[config.mk]
export PLATFORM = sky130hd
export DESIGN_NAME = instruction_fetch
export DESIGN_NICKNAME = d
export VERILOG_FILES = /design/src/rtl/instruction_fetch.sv
export SDC_FILE = /design/constraint.sdc
export NUM_CORES = 1
export LEC_CHECK = 0
export CAP_MARGIN = 5
export CORE_AREA = 2 2 173 175
export CTS_CLUSTER_DIAMETER = 120
export DETAILED_ROUTE_END_ITERATION = 8
export DIE_AREA = 0 0 175 177
export DONT_BUFFER_PORTS = 1
export PLACE_DENSITY_LB_ADDON = 0.2
export RECOVER_POWER = 100
export SETUP_SLACK_MARGIN = 0.3
export SLEW_MARGIN = 20
export SYNTH_ARGS = -nofsm -noshare
export SYNTH_HDL_FRONTEND = slang
export SYNTH_SLANG_ARGS = --single-unit
[constraint.sdc]
create_clock -name clk -period 4.2 [get_ports clk]
set_input_delay 1.26 -clock clk [delete_from_list [all_inputs] [get_ports clk]]
set_output_delay 1.26 -clock clk [all_outputs]
set_load 0.02 [all_outputs]
[src/rtl/instruction_fetch.sv]
// instruction_fetch: PC-driven fetch from a 1-cycle synchronous ROM into a small
// tagged FIFO with a valid/ready handoff to decode and branch/jump redirect flush.
// Optional: define FETCH_COUNT_EN to add the fetch_count output (pops since reset).
module instruction_fetch #(
  parameter logic [31:0] RESET_VECTOR = 32'h0000_0000,
  parameter int          ADDR_WIDTH   = 10,
  parameter int          DEPTH        = 2
) (
  input  logic                  clk,
  input  logic                  reset,
  output logic [ADDR_WIDTH-1:0] mem_address,
  input  logic [31:0]           mem_data,
  output logic [31:0]           instr,
  output logic [31:0]           instr_pc,
  output logic                  instr_valid,
  input  logic                  instr_ready,
  input  logic                  redirect_valid,
  input  logic [31:0]           redirect_pc
`ifdef FETCH_COUNT_EN
  ,
  output logic [31:0]           fetch_count
`endif
);
  localparam int PW = $clog2(DEPTH);
  localparam int CW = $clog2(DEPTH + 1);

  logic [31:0]   r_fetch_pc;
  logic [31:0]   r_req_pc;
  logic          r_inflight;
  logic          r_kill;
  logic [31:0]   r_fifo_instr [DEPTH];
  logic [31:0]   r_fifo_pc    [DEPTH];
  logic [PW-1:0] r_wp;
  logic [PW-1:0] r_rp;
  logic [CW-1:0] r_count;
  logic [31:0]   r_last_instr;
  logic [31:0]   r_last_pc;
  logic          w_pop;
  logic          w_push;
  logic          w_issue;
  logic [CW:0]   w_occ;

  // Handshake, issue decision and head presentation; an in-flight read counts as
  // an occupied slot so a returning word always has room and is never dropped.
  always_comb begin
    instr_valid = r_count != '0;
    w_pop       = instr_valid && instr_ready && !redirect_valid;
    w_push      = r_inflight && !r_kill && !redirect_valid;
    w_occ       = {1'b0, r_count} + (CW+1)'(r_inflight) - (CW+1)'(w_pop);
    w_issue     = !redirect_valid && (w_occ < (CW+1)'(DEPTH));
    instr       = instr_valid ? r_fifo_instr[r_rp] : r_last_instr;
    instr_pc    = instr_valid ? r_fifo_pc[r_rp] : r_last_pc;
    mem_address = r_fetch_pc[ADDR_WIDTH-1:0];
  end

  // Fetch PC, outstanding-request tag and kill of a read that straddles a redirect.
  always_ff @(posedge clk or negedge reset) begin
    if (!reset) begin
      r_fetch_pc <= RESET_VECTOR;
      r_req_pc   <= '0;
      r_inflight <= 1'b0;
      r_kill     <= 1'b0;
    end else begin
      r_inflight <= w_issue;
      r_kill     <= redirect_valid && r_inflight;
      if (redirect_valid)
        r_fetch_pc <= {redirect_pc[31:2], 2'b00};
      else if (w_issue) begin
        r_fetch_pc <= r_fetch_pc + 32'd4;
        r_req_pc   <= r_fetch_pc;
      end
    end
  end

  // Instruction FIFO; a redirect empties it and overrides any same-cycle push or pop.
  always_ff @(posedge clk or negedge reset) begin
    if (!reset) begin
      for (int i = 0; i < DEPTH; i++) begin
        r_fifo_instr[i] <= '0;
        r_fifo_pc[i]    <= '0;
      end
      r_wp         <= '0;
      r_rp         <= '0;
      r_count      <= '0;
      r_last_instr <= '0;
      r_last_pc    <= '0;
    end else if (redirect_valid) begin
      r_wp    <= '0;
      r_rp    <= '0;
      r_count <= '0;
    end else begin
      if (w_push) begin
        r_fifo_instr[r_wp] <= mem_data;
        r_fifo_pc[r_wp]    <= r_req_pc;
        r_wp               <= r_wp + PW'(1);
      end
      if (w_pop) begin
        r_rp         <= r_rp + PW'(1);
        r_last_instr <= r_fifo_instr[r_rp];
        r_last_pc    <= r_fifo_pc[r_rp];
      end
      r_count <= r_count + CW'(w_push) - CW'(w_pop);
    end
  end

`ifdef FETCH_COUNT_EN
  // Count of instructions handed to decode; wraps naturally and ignores redirects.
  always_ff @(posedge clk or negedge reset) begin
    if (!reset)
      fetch_count <= '0;
    else if (w_pop)
      fetch_count <= fetch_count + 32'd1;
  end
`endif

endmodule

# After elaboration in Yosys (flattened, before gate mapping)
# Cells that the tools add are included.
dict set report classes {
  addsub 7
  mul 0
  div 0
  magnitude_cmp 4
  eq_ne 0
  shift 0
  muxes 19
  bitwise_logic 3
  n_reduce_logical 16
}
# op count
set ops {}
lappend ops {{2-to-1 mux 32 bit} 11}
lappend ops {{bitwise mux 64 bit} 2}
lappend ops {{adder 32 x 3 -> 32 bit, second input constant} 1}
lappend ops {{demux 32 bit (select 1 bit)} 1}
lappend ops {{nonzero test 2 bit} 4}
lappend ops {{logical AND 1 bit} 7}
lappend ops {{AND reduction 2 bit} 3}
lappend ops {{greater-or-equal comparator 2 bit, second input constant} 2}
lappend ops {{2-to-1 mux 1 bit} 4}
lappend ops {{NOT 1 -> 2 bit} 2}
lappend ops {{adder 2 x 1 -> 3 bit} 1}
lappend ops {{less-than comparator 3 x 2 -> 1 bit, second input constant} 1}
lappend ops {{subtractor 3 x 1 -> 3 bit} 1}
lappend ops {{adder 1 bit, second input constant} 2}
lappend ops {{adder 2 x 1 -> 2 bit} 1}
lappend ops {{zero test 1 bit} 2}
lappend ops {{less-than comparator 2 x 1 -> 1 bit, second input constant} 1}
lappend ops {{2-to-1 mux 2 bit} 1}
lappend ops {{subtractor 2 x 1 -> 2 bit} 1}
lappend ops {{NOT 1 bit} 1}
dict set report totals {
  reg_bits 262
  latch_bits 0
  ram_bits 0
  romBits 0
  in_bits 68
  wordCells 62
  memories 0
}

# Logic depth before layout (Yosys ltp)
# Gate-level depths: netlist (run 1).
dict set report logic_depth {
  word_depth 8
  mapped_depth 10
  mapped_depth_nobuf 9
}

# Worst setup path before layout (run 1)
# OpenSTA, ideal clock, no wires.
dict set report synth_timing {
  path_type {in2reg}
  startpoint {input redirect_valid}
  endpoint {register r_fetch_pc[23]}
  setup_ps 82
  arrival_ps 3841
  slack_ps 277
  path_stages 10
  path_buffers 3
  path_cell_list {clkbuf_1 > clkbuf_1 > nor3_1 > o21ai_0 > fa_1 > nand2_1 > or3_4 > buf_6 > or4_1 > a31oi_1}
}
dict set report synth_between {
  elab_chain_cells 6
}
# item line
set synth_rtl {}
lappend synth_rtl {{start, declared} 17} ;# input logic redirect_valid,
lappend synth_rtl {{zero test 1 bit} {47, 50}}
lappend synth_rtl {{logical AND 1 bit} 47} ;# w_pop = instr_valid && instr_ready && !redirect_valid;
lappend synth_rtl {{subtractor 3 x 1 -> 3 bit} 49} ;# w_occ = {1'b0, r_count} + (CW+1)'(r_inflight) - (CW+1)'(w_pop);
lappend synth_rtl {{less-than comparator 3 x 2 -> 1 bit} 50} ;# w_issue = !redirect_valid && (w_occ < (CW+1)'(DEPTH));
lappend synth_rtl {{logical AND 1 bit} 50}
lappend synth_rtl {{nonzero test 2 bit (no source line)} --}
lappend synth_rtl {{end signal, assigned} 67} ;# r_fetch_pc <= {redirect_pc[31:2], 2'b00};
lappend synth_rtl {{end signal, assigned} 69} ;# r_fetch_pc <= r_fetch_pc + 32'd4;
lappend synth_rtl {{end, declared} 27} ;# logic [31:0] r_fetch_pc;
# Parallel ways exist; a longest one is shown, timed or not.
# A chain may end at the register's enable or synchronous reset.

# Final worst setup path (run 1)
dict set report layout_timing {
  startpoint {register r_count[1]}
  endpoint {output instr_pc[28]}
}
dict set report layout_between {
  elab_chain_cells 2
}
# item line
set layout_rtl {}
lappend layout_rtl {{start, declared} 35} ;# logic [CW-1:0] r_count;
lappend layout_rtl {{start signal, assigned} 102} ;# r_count <= r_count + CW'(w_push) - CW'(w_pop);
lappend layout_rtl {{nonzero test 2 bit} 46} ;# instr_valid = r_count != '0;
lappend layout_rtl {{via instr_valid} 15} ;# output logic instr_valid,
lappend layout_rtl {{2-to-1 mux 32 bit} 52} ;# instr_pc = instr_valid ? r_fifo_pc[r_rp] : r_last_pc;
lappend layout_rtl {{end, declared} 14} ;# output logic [31:0] instr_pc,
# The timed path passes the listed nets, and every way through them passes these cells.

==> impl_metrics.tcl, run 1 <==
set metrics [dict create \
    synth_warnings 0 \
    antenna_found_initial 0 \
    placed_area_um2 11700 \
    relSlewSlack_pct -12.7 \
    synthTopCellsByArea "dfrtp_1 (55%), mux2_2 (15%), mux2i_1 (5.5%)" \
    nFillCells 2729 \
    status "complete, but fails checks" \
    ant_nets 0 \
    max_freq_mhz 277 \
    vias_per_cell 5.28 \
    syn_area_per_cell_um2 11.3 \
    num_vias 7349 \
    violations "capacitance limit, slew limit" \
    die_w_um 175 \
    fin_util_pct 43.4 \
    path_cells "or2_4 > buf_12 > nor2_1 > a21oi_1" \
    cts_made_buffers 29 \
    dp_hpwl_um 15600 \
    gp_congestion 0.815 \
    clock_latency_ns 0.54 \
    syn_inst 1010 \
    first_pass_iters 4 \
    dp_slack_ns 0.320 \
    synth_enable_flop_cells 0 \
    tightest_slew_ns 1.68 \
    grt_pass1_wl_um 40900 \
    start_kind "register" \
    clock_skew_ns 0.0109 \
    layout_common_cells "dfrtp_1 (251), mux2_2 (152), nor2_1 (139)" \
    postCtsHoldBufs 0 \
    synthesis.area_um2 11400 \
    worstPathMaxFanout 45 \
    drc 0 \
    clk_path_buf_depth 3 \
    first_iter_violations 490 \
    fin_area_um2 12700 \
    die-area_um2 31000 \
    leakage_uw 0.00508 \
    grt_max_degree 253 \
    mostFrequentLayoutCell "dfrtp_1" \
    clkTransAtPathRegs_ns 0.06 \
    hp-class "in -> async" \
    htreeDepth 1 \
    cts_resized 0 \
    crit_buf_inv 1 \
    wirelength_um 25200 \
    synth_top_area_share_pct 55.2 \
    setup_violations 0 \
    arrival_ns 2.34 \
    drive_above_1_share_pct 22.2 \
    vdd_drop_max_mv 0.307 \
    core_um2 29200 \
    rows 63 \
    worstSetupPathType "reg -> out" \
    fin_tns_setup_ns 0 \
    post_cts_buffers 0 \
    nNetsFinal 1051 \
    slew_violations 64 \
    synth_cell_type_count 52 \
    fin_crit_sh_pct 85.8 \
    rsz0062_at_grt "no" \
    synth-seq-area-share_pct 55.2 \
    grt_pass1_vias 7072 \
    ys_seq_elements 252 \
    cap_violations 2 \
    grtUsageTotal_pct 16.4 \
    syn_to_final_growth_pct 10.9 \
    period_needed_ns 3.60 \
    place_inst 1338 \
    cts_tree "done" \
    ios 143 \
    cp.required_ns 2.94 \
    path_delay_family "flip-flops" \
    clock-sinks 252 \
    finalHoldViolCount 0 \
    async_flop_share_pct 100 \
    port_buffers 0 \
    fp.dieH_um 177 \
    synth_ff_type "dfrtp_1" \
    initial_utilization_pct 39.1 \
    avgRoutedWirePerCell_um 18.1 \
    slowest_stage "dfrtp_1" \
    power.density_nw_per_um2 851 \
    instances_no_fill 1391 \
    cts-root-buf "clkbuf_16" \
    grt_remaining_overflow 0 \
    setup_ws_ns 0.596 \
    synth_top_area_cell "dfrtp_1" \
    slowest_delay_ns 0.53 \
    end_kind "output port" \
]
[flip-flops by register name, summed over array words and instances (netlist names), 2 cells and up]
register      cells
r_last_pc        30
r_fetch_pc       30
r_fifo_instr     64
r_req_pc         30
r_fifo_pc        60
r_count           2
r_last_instr     32
[worst register-to-register path: cells and delay by family, from the launching register on]
family	cells	cell delay, ns
and+or+nand+nor	5	1.48
DFF	1	0.49
AOI/OAI and AO/OA	3	0.96
adders and majority gates	1	0.58
[power by group]
| part | switching, uW | internal [uW] | leakage [uW] |
|---|---|---|---|
| registers | 716 | 3550 | 0.00298 |
| clock network | 989 | 1560 | 0.000483 |
| logic | 2410 | 1580 | 0.00162 |
| total | 4110 | 6680 | 0.00508 |
[stage by stage]
step,total power (uW),hold slack [ns]
final,10800,0.422
after global placement,8270,0.489
after detailed placement,8380,0.494
after floorplan,7510,0.460
after CTS,11000,0.384
after global routing,11600,0.378
[path summary, 6_finish.rpt]
| path | startpoint | end | slack, ns | cells past startpoint |
|---|---|---|---|---|
| setup / recovery | r_count[1] | instr_pc[28] | 0.60 | 4 |
| hold / removal | reset | r_last_instr[29] | 0.42 | 0 |
| setup reg to reg | r_count[1] | r_fetch_pc[17] | 0.62 | 9 |
| hold reg to reg | r_fifo_pc[14] | r_fifo_pc[14] | 0.50 | 1 |
| max in group asynchronous | reset | r_rp | 3.17 | 0 |
| min in group clk | r_fifo_pc[14] | r_fifo_pc[14] | 0.50 | 1 |
[cell type report]
cell class                      instances  area, um2  share of cell area [%]
Sequential cell                       252       6310                    49.7
Multi-Input combinational cell        680       4770                    37.6
Clock buffer                           35        778                    6.14
Timing Repair Buffer                   13        129                    1.02
Clock inverter                         16        194                    1.53
Antenna cell                            1       2.50                  0.0197
Tap cell                              390        488                    3.85
Inverter                                4       15.0                   0.118
[cells by family after synthesis]
kind of cell / Yosys count / share of synthesized area (%)
and+or+nand+nor: 266 / 10.7
DFF: 252 / 55.2
muxes: 215 / 20.5
AOI/OAI and AO/OA: 179 / 8.83
buffers and inverters: 81 / 3.28
xor gates and xnor gates: 13 / 1.06
adders and majority gates: 3 / 0.394
other: 1 / 0.0328
[synthesized netlist by cell type, drive strengths merged (3+ instances only)]
library cell and n:
nand4 12, o31ai 8, nor3 13, nor2b 7, a22oi 4, nor4b 3
buf 38, or2 5, nor2 140, and3 3, dfrtp 252, clkbuf 39
nand2 31, mux2i 63, xor2 5, inv 4, nor4 7, o21ai 15
or3 3, o311ai 10, nand3 28, a21oi 125, o211ai 3, xnor2 8
a31oi 6, mux2 152, or4 7
[per-layer routing]
metal / track usage [%] / part of all wire [%]
met5: 0 / 0
met4: 3.99 / 1.7
met3: 3.82 / 6.2
met2: 25.2 / 44
met1: 23.4 / 48
Note: power is estimated with default switching activity, not from simulation.
==> run 2, diff against run 1 <==
==> constraint.sdc (replaced) <==
create_clock -name clk -period 3.9 [get_ports clk]
set_input_delay 1.17 -clock clk [delete_from_list [all_inputs] [get_ports clk]]
set_output_delay 1.17 -clock clk [all_outputs]
set_load 0.02 [all_outputs]
==> run 2 against run 1 <==
The flow still finishes with violations (capacitance limit, slew limit). Largest cell class unchanged. Global-route usage grew 0.31 points. Setup slack lost 0.22 ns. Utilization decreased by 0.086 points. Critical endpoint is now instr[18]. Via count grew 0.86%. Die area did not move.
==> impl_metrics.tcl, run 2 (synthesis gave the netlist of run 1 again) <==
set metrics [dict create \
    status "complete, but fails checks" \
    violations "capacitance limit, slew limit" \
    r2r_start "r_count[1]" \
    period_needed_ns 3.52 \
    vdd_drop_max_mv 0.380 \
    cts-root-buf "clkbuf_16" \
    drive_above_1_share_pct 21.9 \
    num_vias 7412 \
    die_w_um 175 \
    avgRoutedWirePerCell_um 18.5 \
    dp_hpwl_um 15900 \
    clock-sinks 252 \
    end_kind "output port" \
    first_iter_violations 470 \
    nNetsFinal 1055 \
    fp.dieH_um 177 \
    dp_slack_ns 0.288 \
    cap_violations 2 \
    wirelength_um 25900 \
    start_kind "register" \
    fin_util_pct 43.3 \
    grt_remaining_overflow 0 \
    arrival_ns 2.35 \
    ant_nets 0 \
    gp_congestion 0.793 \
    largest-register "r_fifo_instr" \
    core_um2 29200 \
    power_uw 11600 \
    clk_path_buf_depth 3 \
    top_regs "r_fifo_instr x64, r_fifo_pc x60, r_last_instr x32" \
    ios 143 \
    first_pass_iters 5 \
    path_delay_family "flip-flops" \
    antenna_found_initial 1 \
    mostFrequentLayoutCell "dfrtp_1" \
    slew_violations 52 \
    worstSetupPathType "reg -> out" \
    r2r-end "r_fetch_pc[17]" \
    r2r_cells 9 \
    fin_crit_sh_pct 90.3 \
    post_cts_buffers 0 \
    vias_per_cell 5.30 \
    path_cells "or2_4 > buf_12 > nor2_1 > a21oi_1" \
    crit_buf_inv 1 \
    rrSetupSlack_ns 0.53 \
    largest_reg_flops 64 \
    slowest_delay_ns 0.57 \
    drc 0 \
    layout_common_cells "dfrtp_1 (251), mux2_2 (152), nor2_1 (139)" \
    grt_pass1_wl_um 41500 \
    grt_max_degree 253 \
    hp-class "in -> async" \
    leakage_uw 0.00507 \
    slowest_stage "dfrtp_1" \
    nFillCells 2744 \
    setup_violations 0 \
    worstPathMaxFanout 50 \
    initial_utilization_pct 39.1 \
    whs_ns 0.335 \
    relSlewSlack_pct -17.9 \
    cts_tree "done" \
    fin_tns_setup_ns 0 \
    grt_pass1_vias 7320 \
    rows 63 \
    die-area_um2 31000 \
    power.density_nw_per_um2 916 \
    rsz0062_at_grt "yes" \
    tightest_slew_ns 1.77 \
    port_buffers 0 \
    cts_made_buffers 29 \
    clock_skew_ns 0.0126 \
    setup_ws_ns 0.378 \
    grtUsageTotal_pct 16.7 \
    max_freq_mhz 284 \
    finalHoldViolCount 0 \
    htreeDepth 1 \
    cp.required_ns 2.73 \
    syn_to_final_growth_pct 10.7 \
    clkTransAtPathRegs_ns 0.06 \
    clock_latency_ns 0.54 \
]
==> run 2: cell types whose count changed in the layout (fill, tap and decap cells not counted), moves of 2 or more <==
cell       delta
clkinv_4      -2
clkbuf_1      +7
bufinv_16     -2
buf_4         +2
==> run 2: worst max path at each step <==
stage	endpoint	cells after the start	slack (ns)	startpoint
after floorplan	r_fetch_pc[23]	10	0.30	redirect_valid
after global placement	r_fetch_pc[26]	9	0.30	instr_ready
after detailed placement	r_fetch_pc[26]	9	0.29	instr_ready
after CTS	instr[18]	4	0.32	r_count[1]
after global routing	r_fetch_pc[17]	9	0.27	r_count[1]
final	instr[18]	4	0.38	r_count[1]
==> run 2: what timing repair did <==
action,CTS,global route
cloned,1,0
endpoints found under the setup margin,17,16
hold buffers,0,0
gates resized for setup,1,4
pin swaps,1,0
==> run 2: final cells by class <==
type,count,area [um2],area share [%]
inverters,4,15.0,0.119
clock buffers,41,811,6.41
repair buffers,16,131,1.04
multi-input cells,681,4780,37.7
diodes,1,2.50,0.0198
well taps,390,488,3.85
flip-flops and latches,252,6310,49.8
clock inverters,13,125,0.988
==> run 2: metal layers <==
layer | track usage, % | vias to the layer above | wire [um]
met3 | 4.38 | 27 | 1710
met1 | 23.9 | 3674 | 12200
li1 | - | 3540 | -
met2 | 25.6 | 171 | 11600
met4 | 3.44 | 0 | 329
met5 | 0 | - | 0
==> run 2: report_power, final <==
part / internal [uW] / switching (uW)
registers: 3820 / 756
clock network: 1580 / 1080
logic: 1710 / 2660
total: 7100 / 4490
==> run 2: metrics by stage <==
step / instances / instance area, um2
after CTS: 1397 / 12700
final: 1398 / 12700
after global placement: 1342 / 11800
after detailed placement: 1342 / 11800
after floorplan: 1013 / 11500
after global routing: 1397 / 12700
